--- src/rtl/bit_permute_pipe.sv ---
// Single-register valid/ready stage that applies a run-time selectable bit permutation.
// Define BIT_PERMUTE_TABLE_EN for a writable mode-3 table; otherwise mode 3 rotates right.
module bit_permute_pipe #(
  parameter int WIDTH = 8,
  localparam int IDX_W = $clog2(WIDTH)
) (
  input  logic             clk,
  input  logic             rst_n,
  input  logic             in_valid,
  output logic             in_ready,
  input  logic [WIDTH-1:0] in_data,
  input  logic [1:0]       in_mode,
  input  logic [IDX_W-1:0] in_amt,
  output logic             out_valid,
  input  logic             out_ready,
  output logic [WIDTH-1:0] out_data,
  input  logic             cfg_we,
  input  logic [IDX_W-1:0] cfg_idx,
  input  logic [IDX_W-1:0] cfg_src
);

  logic             out_valid_q, out_valid_d;
  logic [WIDTH-1:0] out_data_q, out_data_d;
  logic [WIDTH-1:0] rev_s, sel_s, perm_s;
  logic             accept_s;

  assign in_ready = !out_valid_q || out_ready;
  assign accept_s = in_valid && in_ready;
  assign out_valid = out_valid_q;
  assign out_data  = out_data_q;

  // Bit reversal network.
  always_comb begin
    rev_s = '0;
    for (int i = 0; i < WIDTH; i++) begin
      rev_s[i] = in_data[WIDTH-1-i];
    end
  end

`ifdef BIT_PERMUTE_TABLE_EN
  logic [IDX_W-1:0] tbl_q [WIDTH];
  logic [IDX_W-1:0] tbl_d [WIDTH];
  logic             cfg_ok_s;
  logic             amt_unused_s;

  assign amt_unused_s = 1'b0;
  assign cfg_ok_s = cfg_we
                 && ({1'b0, cfg_idx} < (IDX_W+1)'(WIDTH))
                 && ({1'b0, cfg_src} < (IDX_W+1)'(WIDTH));

  // Table next state: a single validated entry write per cycle.
  always_comb begin
    tbl_d = tbl_q;
    if (cfg_ok_s) begin
      tbl_d[cfg_idx] = cfg_src;
    end else begin
      tbl_d = tbl_q;
    end
  end

  // Table storage, identity after reset.
  always_ff @(posedge clk or negedge rst_n) begin
    if (!rst_n) begin
      for (int i = 0; i < WIDTH; i++) begin
        tbl_q[i] <= IDX_W'(i);
      end
    end else begin
      tbl_q <= tbl_d;
    end
  end

  // Table gather: the current (pre-write) table feeds the word being accepted.
  always_comb begin
    sel_s = '0;
    for (int i = 0; i < WIDTH; i++) begin
      sel_s[i] = in_data[tbl_q[i]];
    end
  end
`else
  logic [IDX_W-1:0] amt_mod_s;
  logic             cfg_unused_s;

  assign cfg_unused_s = ^{cfg_we, cfg_idx, cfg_src};

  // Rotate amount reduced mod WIDTH; only reachable for non-power-of-two WIDTH.
  always_comb begin
    amt_mod_s = in_amt;
    if ({1'b0, in_amt} >= (IDX_W+1)'(WIDTH)) begin
      amt_mod_s = in_amt - IDX_W'(WIDTH);
    end else begin
      amt_mod_s = in_amt;
    end
  end

  // Rotate right; a zero amount shifts the left term fully out.
  always_comb begin
    sel_s = (in_data >> amt_mod_s)
          | (in_data << ((IDX_W+1)'(WIDTH) - {1'b0, amt_mod_s}));
  end
`endif

  // Mode select; the right shift zero-fills and clears entirely when amt >= WIDTH.
  always_comb begin
    perm_s = in_data;
    case (in_mode)
      2'd0:    perm_s = in_data;
      2'd1:    perm_s = rev_s;
      2'd2:    perm_s = in_data >> in_amt;
      2'd3:    perm_s = sel_s;
      default: perm_s = in_data;
    endcase
  end

  // Output stage next state: load on accept, clear valid on consume, else hold.
  always_comb begin
    out_valid_d = out_valid_q;
    out_data_d  = out_data_q;
    if (accept_s) begin
      out_valid_d = 1'b1;
      out_data_d  = perm_s;
    end else if (out_ready) begin
      out_valid_d = 1'b0;
    end else begin
      out_valid_d = out_valid_q;
    end
  end

  // Output register.
  always_ff @(posedge clk or negedge rst_n) begin
    if (!rst_n) begin
      out_valid_q <= 1'b0;
      out_data_q  <= '0;
    end else begin
      out_valid_q <= out_valid_d;
      out_data_q  <= out_data_d;
    end
  end

endmodule

--- config.mk ---
export PLATFORM = sky130hd
export DESIGN_NAME = bit_permute_pipe
export DESIGN_NICKNAME = d
export VERILOG_FILES = /design/src/rtl/bit_permute_pipe.sv
export SDC_FILE = /design/constraint.sdc
export NUM_CORES = 1
export LEC_CHECK = 0
export ABC_CLOCK_PERIOD_IN_PS = 1950
export BUFFER_PORTS_ARGS = -buffer_cell sky130_fd_sc_hd__clkbuf_2
export CELL_PAD_IN_SITES_DETAIL_PLACEMENT = 2
export CELL_PAD_IN_SITES_GLOBAL_PLACEMENT = 2
export CORE_MARGIN = 2
export CORE_UTILIZATION = 29
export DETAILED_ROUTE_END_ITERATION = 6
export HOLD_SLACK_MARGIN = 0.15
export PLACE_DENSITY = 0.85
export SYNTH_ARGS = -nofsm -noshare
export SYNTH_HDL_FRONTEND = slang
export SYNTH_SLANG_ARGS = --single-unit
--- constraint.sdc ---
create_clock -name clk -period 1.95 [get_ports clk]
set_clock_uncertainty 0.2 [all_clocks]
set_input_delay 0.195 -clock clk [delete_from_list [all_inputs] [get_ports clk]]
set_output_delay 0.195 -clock clk [all_outputs]
set_load 0.01 [all_outputs]
==> summary.md <==
| Metric | Value |
|---|---|
| Outcome | finished clean |
| Vias per inst | 5.72 |
| CTS Buffer Depth | 2 |
| Root buffer selected by CTS | clkbuf_8 |
| Routed Antenna Nets | 0 |
| Die ar. | ~4300 um2 |
| P_int | just over 500 uW |
| Hold Crit Class | in -> async |
| Final total power | 782 uW |
| DRT Pass-1 Iters | 4 |
| Clock group share of total power | around 28% |
| Sw frac | 35.6% |
| Footprint of the multi-input gates | ~780 um2 |
| Sequential element share of the synthesized area | 20.6% |
| Fin cells | ~200 |
| GRT Total Usage | about a fifth |
| Flop pwr share | ~30% |
| CTS tree | yes |
| Clock Pin Slew Worst Setup and Hold Paths | 0.05 ns |
| Die Width | 65.4 um |
| Post-Route WL | approximately 3900 um |
| DRC errors left | 0 |
| RSZ-0062 raised after global routing | false |
| Area leader, netlist | dfrtp_1 |
| Worst-path fanout max | 12 |
| Final Slew Violations | 0 |
| #FFs+latches synth | 9 |
| HPWL Detailed | around 3000 um |
| H-tree depth | 1 |
| MaxCap Viol Count | 0 |
| Mapped Nets | 152 |
| Worst rel slew slack | between 70% and 80% |
| Crit path cell chain | dlygate4sd3_1 -> clkbuf_2 -> buf_4 -> mux2i_1 -> nand3_1 -> o22ai_1 -> a21oi_1 |
| Global-route wire length before repair | between 6000 and 7000 um |
| DRT iter0 DRCs | 60 |
| Post-layout min period | ~1.8 ns |
| Fmax | about 560 MHz |
| Layout area overhead | 22.9% |
| Filler instances | ~420 |
| Final setup viols | 0 |
| Combinational cell fraction of total power | a little over two fifths |
| CP max-delay cell | dlygate4sd3_1 |
| R2R Path Start | out_valid |
| Nets | around 180 |
| WL/cell | approximately 19 um |
| FFs w/ async S/R, synth | 100% |
| Layout cells sized above 1 | between 30% and 40% |
| Mapped Area | approximately 1100 um2 |
| Worst setup EP type | register |
| Syn avg cell area | approximately 8.6 um2 |
| Starting Density | 30.1% |
| R2R depth | 4 |
| Post-synth EDFFs | 0 |
| YS warnings | 0 |
| Core ar. | 3630 um2 |
| Final hold viol count | 0 |
| Area share of the largest cell type after synthesis | between 20 and 25% |
| Die Ht | around 65 um |
| Total placed cells including tap cells | between 150 and 200 |
| CTS Buf Count | 3 |
| Power per standard cell area | between 500 and 600 nW/um2 |
| Commonest cells in the netlist | 13 x mux2i_1, 11 x a31oi_1, 9 x buf_2, 9 x dfrtp_1, 8 x a21oi_1 |
| GPL Wtd Cong | roughly 0.87 |
| Placement row count | 22 |
| GRT overflow | 0 |
| Largest net degree at the start of global routing | 20 |
| Worst r2r dst | out_data[3] |
| CP arrival | ~1.7 ns |
| Register-to-register path setup slack | 0.29 ns |
| Top_reg_cell synth | dfrtp_1 |
| CP startpoint | in_mode[0] |
| Static Leak | around 0.57 nW |
| Vias | ~1.2k |
| Sequential Area | 225 um2 |
| CP required | about 1.9 ns |
| Ranking of synthesized cells by area | dfrtp_1 21%, mux2i_1 12%, mux4_2 8.2% |
| Antenna violations before repair | 0 |
| Startpoint types | input pin |
| Clock sink count | 9 |
| I/O pins | 34 |
| Final Cell Area | roughly 1300 um2 |
| Post-DP Area | approximately 1300 um2 |
| Clock latency on the worst-skew pair | approximately 0.23 ns |
| Worst VDD drop | between 0.15 and 0.2 mV |
| I/O Buffers | 26 |
| Vias in the first global route | 1,267 |
| WS Path Type | in -> reg |
| Crit share post-route | just over 90% |
| Worst slew pin tran | ~0.44 ns |
| P_sw | about 280 uW |
| Most frequent cell after synthesis | mux2i_1 |
| Setup TNS | 0 ns |
| Ant diodes | 0 |
| Distinct cell type count after synthesis | 38 |
| Cells after Synth | 127 |
| Max incr delay on CP | roughly 0.53 ns |
repair_timing:
item / 4_1_cts / 5_1_grt
endpoints found under the hold margin: 11 / 0
hold buffers: 3 / 0
setup buffers: 0 / 0
resized for setup: 0 / 0
critical path, delay by kind of cell:
family                 cells  cell delay, ns
AO/OA/AOI/OAI              2            0.23
buffers and inverters      3            0.94
multiplexers               1            0.23
AND/OR/NAND/NOR            1            0.10
worst max-delay path by stage:
| stage | endpoint | slack [ns] | cells after the start |
|---|---|---|---|
| after detailed placement | out_data[7] | 0.03 | 6 |
| after CTS | out_data[1] | 0.13 | 7 |
| after global placement | out_data[7] | 0.05 | 6 |
| final | out_data[1] | 0.15 | 7 |
| after global routing | out_data[4] | 0.04 | 5 |
| after floorplan | out_data[7] | -0.04 | 8 |
through the flow:
| stage | hold slack, ns | utilization (%) | setup slack (ns) |
|---|---|---|---|
| after global placement | -0.137 | 34.9 | 0.0547 |
| final | 0.153 | 37.0 | 0.149 |
| after detailed placement | -0.129 | 34.9 | 0.0302 |
| after global routing | 0.182 | 37.0 | 0.0415 |
| after CTS | 0.160 | 37.0 | 0.131 |
| after floorplan | -0.301 | - | -0.0382 |
cell families after synthesis:
kind of cell	count (synthesis)	share of synthesized area (%)
compound gates	39	24.8
fa+ha+maj	1	1.14
buf+inv	20	9.61
flops	9	20.6
mux	20	24.9
simple gates	38	18.9
flip-flops by register name, summed over array words and instances (netlist names):
signal	cells
out_data	8
out_valid	1
per-layer routing:
layer / GRT usage (%) / wire length (um)
met5: 0 / 0
met4: 4.69 / 19
met3: 1.20 / 104
met2: 37.1 / 2060
met1: 24.8 / 1690
layout by cell type (no fill, tap or decap), types with 5 or more instances in the layout:
cell type  synthesis  layout
nand2_1            7       7
a21oi_1            8       8
nor3_1             5       5
nand3_1            6       6
clkbuf_2           0      26
buf_4              1       7
mux2i_1           13      13
nor2_1             5       5
a31oi_1           11      11
dfrtp_1            9       9
power by group through the flow:
stage               Clock (mW)  Sequential [mW]  Combinational (mW)
floorplan                    0            0.251               0.199
global placement             0            0.236               0.310
detailed placement           0            0.238               0.325
CTS                      0.222            0.236               0.335
global route             0.231            0.240               0.366
finish                   0.215            0.234               0.332
final cells by class:
type,count,share of cell area [%]
Multi-Input combinational cell,98,57.7
Clock buffer,4,3.35
Sequential cell,9,16.8
Timing Repair Buffer,36,15.8
Inverter,6,1.86
Tap cell,48,4.47
Note: power is estimated with default switching activity, not from simulation.
